[src/rtl/sb_rx_pkg.sv]
// Package for the UCIe sideband receive decoder.
// Holds opcode constants, header field bit positions, the sideband start
// pattern, the decoder state enum, the queued message struct and the
// CP/DP parity helpers.
package sb_rx_pkg;

  // Header opcodes (header [4:0])
  localparam logic [4:0] OP_MSG_NODATA = 5'b10010;
  localparam logic [4:0] OP_MSG_DATA   = 5'b11011;

  // Sideband start pattern word
  localparam logic [63:0] SB_PATTERN = 64'hAAAA_AAAA_AAAA_AAAA;

  // Header field bit positions
  localparam int OPCODE_LSB  = 0;
  localparam int OPCODE_MSB  = 4;
  localparam int CODE_LSB    = 14;
  localparam int CODE_MSB    = 21;
  localparam int SUBCODE_LSB = 32;
  localparam int SUBCODE_MSB = 39;
  localparam int INFO_LSB    = 40;
  localparam int INFO_MSB    = 55;
  localparam int DSTID_LSB   = 56;
  localparam int DSTID_MSB   = 58;
  localparam int CP_BIT      = 62;
  localparam int DP_BIT      = 63;

  typedef enum logic [1:0] {
    S_PATTERN = 2'd0,
    S_HDR     = 2'd1,
    S_DATA    = 2'd2
  } sb_rx_state_e;

  typedef struct packed {
    logic        has_data;
    logic [7:0]  code;
    logic [7:0]  subcode;
    logic [15:0] info;
    logic [2:0]  dstid;
    logic [63:0] data;
  } sb_rx_msg_t;

  // Control parity: even parity over header bits [61:0]
  function automatic logic calc_cp(input logic [63:0] hdr);
    return ^hdr[61:0];
  endfunction

  // Data parity: even parity over the whole payload word
  function automatic logic calc_dp(input logic [63:0] payload);
    return ^payload;
  endfunction

  // Build a queue entry from a header word and an optional payload
  function automatic sb_rx_msg_t hdr_to_msg(input logic [63:0] hdr,
                                            input logic        has_data,
                                            input logic [63:0] payload);
    sb_rx_msg_t m;
    m.has_data = has_data;
    m.code     = hdr[CODE_MSB:CODE_LSB];
    m.subcode  = hdr[SUBCODE_MSB:SUBCODE_LSB];
    m.info     = hdr[INFO_MSB:INFO_LSB];
    m.dstid    = hdr[DSTID_MSB:DSTID_LSB];
    m.data     = has_data ? payload : 64'h0;
    return m;
  endfunction

endpackage

[src/rtl/sb_rx_msg_fifo.sv]
// Show-ahead message queue for the sideband receive decoder.
// Parameters: DEPTH (power of two, >=2), T (entry type).
// Ports:
//   clk, rst_n   clock, asynchronous active-low reset (empties the queue)
//   push, push_data   write request and entry; accepted when not full, or
//                     when full and a pop happens in the same cycle
//   pop          remove head (ignored when empty)
//   head         current head entry, all-zero when empty
//   full, empty  occupancy status
module sb_rx_msg_fifo
  import sb_rx_pkg::*;
#(
  parameter int  DEPTH = 4,
  parameter type T     = sb_rx_msg_t
) (
  input  logic clk,
  input  logic rst_n,
  input  logic push,
  input  T     push_data,
  input  logic pop,
  output T     head,
  output logic full,
  output logic empty
);

  localparam int AW = $clog2(DEPTH);
  localparam int CW = AW + 1;

  T              mem_r [DEPTH];
  logic [AW-1:0] wr_ptr_r;
  logic [AW-1:0] rd_ptr_r;
  logic [CW-1:0] count_r;
  logic          push_ok_s;
  logic          pop_ok_s;

  assign full      = (count_r == CW'(DEPTH));
  assign empty     = (count_r == {CW{1'b0}});
  assign pop_ok_s  = pop & ~empty;
  // A full queue still takes a push when the head leaves in the same cycle
  assign push_ok_s = push & (~full | pop_ok_s);
  // Head is forced to zero when empty so stale storage never leaks out
  assign head      = empty ? T'(0) : mem_r[rd_ptr_r];

  // Entry storage, written on accepted pushes
  always_ff @(posedge clk) begin
    if (push_ok_s) begin
      mem_r[wr_ptr_r] <= push_data;
    end
  end

  // Pointers and occupancy; pointers wrap naturally modulo DEPTH
  always_ff @(posedge clk or negedge rst_n) begin
    if (!rst_n) begin
      wr_ptr_r <= {AW{1'b0}};
      rd_ptr_r <= {AW{1'b0}};
      count_r  <= {CW{1'b0}};
    end else begin
      if (push_ok_s) begin
        wr_ptr_r <= wr_ptr_r + AW'(1'b1);
      end
      if (pop_ok_s) begin
        rd_ptr_r <= rd_ptr_r + AW'(1'b1);
      end
      case ({push_ok_s, pop_ok_s})
        2'b10:   count_r <= count_r + CW'(1'b1);
        2'b01:   count_r <= count_r - CW'(1'b1);
        default: count_r <= count_r;
      endcase
    end
  end

endmodule

[src/rtl/sb_rx_pkt_decoder.sv]
// UCIe sideband receive decoder.
// Locks on the sideband start pattern, parses header words and optional
// 64-bit payloads, and queues completed messages in a show-ahead FIFO.
// Optional feature macro: SB_RX_PARITY_CHK_EN enables CP/DP checking; when
// undefined every supported message is queued and o_parity_error stays 0.
// Ports:
//   i_clk, i_rst_n        clock, asynchronous active-low reset
//   i_de_ser_done         strobe: i_deser_data holds a complete word
//   i_deser_data          deserialised sideband word
//   i_pattern_search      LTSM requests pattern search mode
//   o_pattern_det         pattern lock (level)
//   o_msg_valid/i_msg_ready  queue head handshake
//   o_msg_*               head message fields
//   o_parity_error        pulse: message dropped on parity
//   o_unsupported         pulse: unknown opcode dropped
//   o_overflow            sticky: message dropped on full queue
//   i_overflow_clr        clears o_overflow (wins over set)
module sb_rx_pkt_decoder
  import sb_rx_pkg::*;
#(
  parameter int FIFO_DEPTH  = 4,
  parameter int PATTERN_CNT = 2
) (
  input  logic        i_clk,
  input  logic        i_rst_n,
  input  logic        i_de_ser_done,
  input  logic [63:0] i_deser_data,
  input  logic        i_pattern_search,
  output logic        o_pattern_det,
  output logic        o_msg_valid,
  input  logic        i_msg_ready,
  output logic        o_msg_has_data,
  output logic [7:0]  o_msg_code,
  output logic [7:0]  o_msg_subcode,
  output logic [15:0] o_msg_info,
  output logic [2:0]  o_msg_dstid,
  output logic [63:0] o_msg_data,
  output logic        o_parity_error,
  output logic        o_unsupported,
  output logic        o_overflow,
  input  logic        i_overflow_clr
);

  localparam logic [3:0] PAT_CNT_L = 4'(PATTERN_CNT);

  sb_rx_state_e state_r, state_s;
  logic [3:0]   pat_cnt_r, pat_cnt_s;
  logic         pat_det_r, pat_det_s;
  logic [63:0]  hdr_r, hdr_s;
  logic         par_err_r, par_err_s;
  logic         unsup_r, unsup_s;
  logic         ovf_r;
  logic         push_s;
  sb_rx_msg_t   push_msg_s;
  sb_rx_msg_t   head_s;
  logic         fifo_full_s;
  logic         fifo_empty_s;
  logic         pop_s;
  logic         ovf_set_s;
  logic         is_pat_s;
  logic         nd_par_ok_s;
  logic         d_par_ok_s;
  logic         unused_s;

  assign is_pat_s = (i_deser_data == SB_PATTERN);

`ifdef SB_RX_PARITY_CHK_EN
  // No-data messages must carry DP=0; data messages check DP against the payload
  assign nd_par_ok_s = (i_deser_data[CP_BIT] == calc_cp(i_deser_data)) &&
                       (i_deser_data[DP_BIT] == 1'b0);
  assign d_par_ok_s  = (hdr_r[CP_BIT] == calc_cp(hdr_r)) &&
                       (hdr_r[DP_BIT] == calc_dp(i_deser_data));
`else
  assign nd_par_ok_s = 1'b1;
  assign d_par_ok_s  = 1'b1;
`endif

  // Header bits outside the queued fields are only needed for parity
  assign unused_s = ^{i_deser_data, hdr_r};

  assign o_msg_valid = ~fifo_empty_s;
  assign pop_s       = o_msg_valid & i_msg_ready;
  assign ovf_set_s   = push_s & fifo_full_s & ~pop_s;

  // Next-state, pattern counting and message assembly
  always_comb begin
    state_s    = state_r;
    pat_cnt_s  = pat_cnt_r;
    pat_det_s  = pat_det_r;
    hdr_s      = hdr_r;
    push_s     = 1'b0;
    push_msg_s = sb_rx_msg_t'(0);
    par_err_s  = 1'b0;
    unsup_s    = 1'b0;
    case (state_r)
      S_PATTERN: begin
        // Leaving pattern search does not wait for a strobe
        if (!i_pattern_search) begin
          state_s   = S_HDR;
          pat_cnt_s = 4'd0;
          pat_det_s = 1'b0;
        end else if (i_de_ser_done) begin
          if (is_pat_s) begin
            if (pat_cnt_r < PAT_CNT_L) begin
              pat_cnt_s = pat_cnt_r + 4'd1;
            end else begin
              pat_cnt_s = pat_cnt_r;
            end
            if (pat_cnt_s == PAT_CNT_L) begin
              pat_det_s = 1'b1;
            end else begin
              pat_det_s = pat_det_r;
            end
          end else begin
            pat_cnt_s = 4'd0;
          end
        end else begin
          state_s = S_PATTERN;
        end
      end
      S_HDR: begin
        if (i_pattern_search) begin
          state_s = S_PATTERN;
        end else if (i_de_ser_done && !is_pat_s) begin
          case (i_deser_data[OPCODE_MSB:OPCODE_LSB])
            OP_MSG_NODATA: begin
              push_msg_s = hdr_to_msg(i_deser_data, 1'b0, 64'h0);
              if (nd_par_ok_s) begin
                push_s = 1'b1;
              end else begin
                par_err_s = 1'b1;
              end
            end
            OP_MSG_DATA: begin
              // Header is held until its payload arrives; parity is judged then
              hdr_s   = i_deser_data;
              state_s = S_DATA;
            end
            default: begin
              unsup_s = 1'b1;
            end
          endcase
        end else begin
          state_s = S_HDR;
        end
      end
      S_DATA: begin
        if (i_pattern_search) begin
          state_s = S_PATTERN;
        end else if (i_de_ser_done) begin
          push_msg_s = hdr_to_msg(hdr_r, 1'b1, i_deser_data);
          state_s    = S_HDR;
          if (d_par_ok_s) begin
            push_s = 1'b1;
          end else begin
            par_err_s = 1'b1;
          end
        end else begin
          state_s = S_DATA;
        end
      end
      default: begin
        state_s = S_PATTERN;
      end
    endcase
  end

  // State, counters and registered status flags
  always_ff @(posedge i_clk or negedge i_rst_n) begin
    if (!i_rst_n) begin
      state_r   <= S_PATTERN;
      pat_cnt_r <= 4'd0;
      pat_det_r <= 1'b0;
      hdr_r     <= 64'h0;
      par_err_r <= 1'b0;
      unsup_r   <= 1'b0;
      ovf_r     <= 1'b0;
    end else begin
      state_r   <= state_s;
      pat_cnt_r <= pat_cnt_s;
      pat_det_r <= pat_det_s;
      hdr_r     <= hdr_s;
      par_err_r <= par_err_s;
      unsup_r   <= unsup_s;
      if (i_overflow_clr) begin
        ovf_r <= 1'b0;
      end else if (ovf_set_s) begin
        ovf_r <= 1'b1;
      end
    end
  end

  sb_rx_msg_fifo #(
    .DEPTH (FIFO_DEPTH),
    .T     (sb_rx_msg_t)
  ) u_fifo (
    .clk       (i_clk),
    .rst_n     (i_rst_n),
    .push      (push_s),
    .push_data (push_msg_s),
    .pop       (pop_s),
    .head      (head_s),
    .full      (fifo_full_s),
    .empty     (fifo_empty_s)
  );

  assign o_pattern_det  = pat_det_r;
  assign o_msg_has_data = head_s.has_data;
  assign o_msg_code     = head_s.code;
  assign o_msg_subcode  = head_s.subcode;
  assign o_msg_info     = head_s.info;
  assign o_msg_dstid    = head_s.dstid;
  assign o_msg_data     = head_s.data;
  assign o_parity_error = par_err_r;
  assign o_unsupported  = unsup_r;
  assign o_overflow     = ovf_r;

endmodule

[config.mk]
export PLATFORM = sky130hd
export DESIGN_NAME = sb_rx_pkt_decoder
export DESIGN_NICKNAME = d
export VERILOG_FILES = /design/src/rtl/sb_rx_pkg.sv /design/src/rtl/sb_rx_msg_fifo.sv /design/src/rtl/sb_rx_pkt_decoder.sv
export SDC_FILE = /design/constraint.sdc
export NUM_CORES = 1
export LEC_CHECK = 0
export ABC_AREA = 1
export ABC_CLOCK_PERIOD_IN_PS = 6600
export BUFFER_PORTS_ARGS = -buffer_cell sky130_fd_sc_hd__buf_2
export CAP_MARGIN = 20
export CORE_MARGIN = 3
export CORE_UTILIZATION = 45
export DETAILED_ROUTE_END_ITERATION = 12
export GPL_TIMING_DRIVEN = 0
export MAX_ROUTING_LAYER = met4
export REMOVE_ABC_BUFFERS = 1
export SLEW_MARGIN = 10
export SYNTH_ARGS = -nofsm -noshare
export SYNTH_HDL_FRONTEND = slang
export SYNTH_SLANG_ARGS = --single-unit
[constraint.sdc]
create_clock -name i_clk -period 6.6 [get_ports i_clk]
set_input_delay 0.33 -clock i_clk [delete_from_list [all_inputs] [get_ports i_clk]]
set_output_delay 0.33 -clock i_clk [all_outputs]
set_load 0.02 [all_outputs]
==> results.ini <==
[clock_tree]
clk_pin_slew_ns = 0.06
cts_tree = done
postCtsHoldBufs = 2
cts_max_level = 2
clk_latency_ns = 0.56
postCtsSetupBuffers = 0
clock_sinks = 451
cts_made_buffers = 47
clk_path_buf_depth = 3
cts-resized-gates = 0
cts-root-buf = clkbuf_16

[sta]
slew_headroom_pct = 40.8
setup_viol = 0
skew_ns = 0.0104
worst_pin_slew_ns = 0.886
setup_tns_ns = 0
slew_violations = 0
fmax_mhz = 251
rsz0062_at_grt = false
fin_crit_sh_pct = 60.3
finalHoldViolations = 0
layout_min_cycle_time_ns = 3.98
setup_ws_ns = 2.62

[logic_synthesis]
yosysMostFrequentCell = nor2_1
synth_area_leaders = edfxtp_1 (64%), nor2_1 (10%), dfrtp_1 (6.8%), o21ai_0 (6.7%), a21oi_1 (2.9%)
ys_seq_area_share_pct = 70.7
synth_seq_cells = 451
synth.mux.area_fraction_pct = 0
synth_cell_types = 33
syn_inst = 1699
async_flop_share_pct = 11.3
synthTopCellsByCount = nor2_1 (505), edfxtp_1 (400), o21ai_0 (253)
yosysWarnings = 0
avgSynthCellArea_um2 = 11.1
synth_top_family_by_area = simple AND/OR/NAND/NOR gates
synth_top_area_share_pct = 63.9
synth-edff-count = 400
synth_compound_area_share_pct = 10.4
post-synth-top-area-cell = edfxtp_1
synthesis.area_um2 = 18800
synthAdderAreaFrac_pct = 0.706
synth_xor_area_share_pct = 0.233
synthFlopType = edfxtp_1
synthSimpleGateAreaFrac_pct = 13.5

[route]
drc = 0
vias_per_cell = 5.23
finalWirelength_um = 45900
vias = 12700
drt_iter0_drc = 932
drtPass1Iterations = 5
routedWlPerCell_um = 18.9
antenna_left = 0

[setup_path]
path_class = flop to flop
critPathArrivalTime_ns = 4.24
cp-start-kind = flop
crit_path_max_fanout = 44
critPathRequiredTime_ns = 6.86
reg2reg_depth = 13
endpoint_kind = flop

[place]
gp_congestion = 0.750
numPlacedInstances = 2333
post-place-ws_ns = 2.54
port_buffers = 173
dp_hpwl_um = 25900

[floorplan]
die_w_um = 210
die_h_um = 210
fp.coreArea_um2 = 41000
dieArea_um2 = 44200
fp-row-count = 74
initial_utilization_pct = 45.8
io_pins = 175

[finish]
fillers = 3524
finalNonFillerCells = 2422
multi_input_area_um2 = 4690
diodes = 0
drive_gt1_share_pct = 16.1
syn2layout_area_growth_pct = 17.8
regArea_um2 = 13300
nets = 1932

[pwr]
leakage_nw = 8.89
power_density_nw_per_um2 = 414
power_mw = 9.17
max-vdd-ir-drop_v = 0.000308

[grt]
grt.total_usage_pct = 21.3
grt_max_degree = 111
grt_overflow_total = 0
grt_pass1_vias = 12200
grt_first_pass_wirelength_um = 70400
antenna_found_initial = 0

[flow_run]
cap_violations = 0

[run_status]
status = finished clean

[min_path]
hold_path_depth = 3
hp-class = primary input to flop

kinds of logic after synthesis:
family,Yosys count
and+or+nand+nor,644
adders and majority gates,10
other,1
xor gates and xnor gates,5
DFF,451
buffers and inverters,201
AOI/OAI and AO/OA,387
final cells by class:
class	count	area share [%]
Sequential cell	451	60.1
Clock inverter	23	0.995
Clock buffer	64	5.98
Inverter	102	1.82
Multi-Input combinational cell	1047	21.2
Timing Repair Buffer	203	6.92
Tap cell	532	3.01
worst max-delay path, cell delays in order (launching register included):
cell and delay (ns):
dfrtp_1 0.41, inv_1 0.09, ha_1 0.14, nand2_1 0.07, nor2_1 0.11, inv_2 0.08
nor2_8 0.59, inv_4 0.31, buf_16 0.32, nand2_4 0.13, o21ai_4 0.16, nor2_4 0.71
buf_12 0.28, buf_12 0.21
cells in the final DEF, fill, tap and decap left out, types with 2 or more instances in the layout:
master / n
clkbuf_8: 4
buf_16: 11
dfrtp_4: 2
nand4_1: 3
clkinvlp_4: 4
inv_2: 5
nand3_2: 2
bufinv_16: 4
nand2_2: 2
nand3_1: 6
xor2_1: 5
inv_1: 93
nor2_1: 501
nand2_1: 113
nor2_4: 4
edfxtp_1: 400
ha_1: 9
clkbuf_16: 49
buf_12: 17
inv_6: 2
clkinv_2: 11
clkbuf_1: 11
a21oi_1: 107
buf_2: 172
nor2_2: 6
dfrtp_1: 49
o21ai_0: 253
o21ai_1: 24
dlygate4sd3_1: 2
clkinv_1: 4
metrics by stage:
| stage | hold WS, ns | util, % | instance area [um^2] |
|---|---|---|---|
| 5_1_grt | 0.0872 | 54.0 | 22100 |
| 3_3_place_gp | 0.466 | 48.4 | 19900 |
| 3_5_place_dp | 0.301 | 50.1 | 20600 |
| 4_1_cts | 0.0324 | 54.0 | 22100 |
| 2_1_floorplan | 0.0344 | - | 18300 |
| 6_report | 0.0680 | 54.0 | 22100 |
sequential cells by signal (all words and copies together), names as in the netlist:
signal	count
o_overflow	1
o_unsupported	1
u_fifo.count_r	3
pat_cnt_r	4
state_r	2
u_fifo.rd_ptr_r	2
o_pattern_det	1
hdr_r	35
u_fifo.wr_ptr_r	2
u_fifo.mem_r	400
report_power, final:
group / internal (mW) / total, mW / switching (mW) / leakage [nW]
registers: 3.15 / 3.25 / 0.104 / 4.90
clock network: 1.56 / 2.63 / 1.07 / 0.752
logic: 1.05 / 3.30 / 2.25 / 3.24
layer usage:
metal | global-route usage (%) | part of all wire (%) | vias up
li1 | - | - | 6108
met1 | 28.4 | 44 | 6169
met2 | 34.7 | 49 | 315
met3 | 3.11 | 5.2 | 68
met4 | 5.49 | 2.1 | 0
met5 | - | 0 | -
worst paths after layout:
kind | endpoint | slack [ns] | startpoint
max | u_fifo.mem_r[2][8]$_DFFE_PP_ | 2.62 | state_r[0]$_DFFE_PN0P_
min | hdr_r[51]$_DFFE_PN0P_ | 0.07 | i_deser_data[51]
max reg2reg | u_fifo.mem_r[2][8]$_DFFE_PP_ | 2.62 | state_r[0]$_DFFE_PN0P_
min reg2reg | hdr_r[19]$_DFFE_PN0P_ | 0.48 | hdr_r[19]$_DFFE_PN0P_
max in group asynchronous | u_fifo.rd_ptr_r[0]$_DFFE_PN0P_ | 5.81 | i_rst_n
min in group asynchronous | o_unsupported$_DFF_PN0_ | 0.24 | i_rst_n
(Power assumes the default switching activity.)
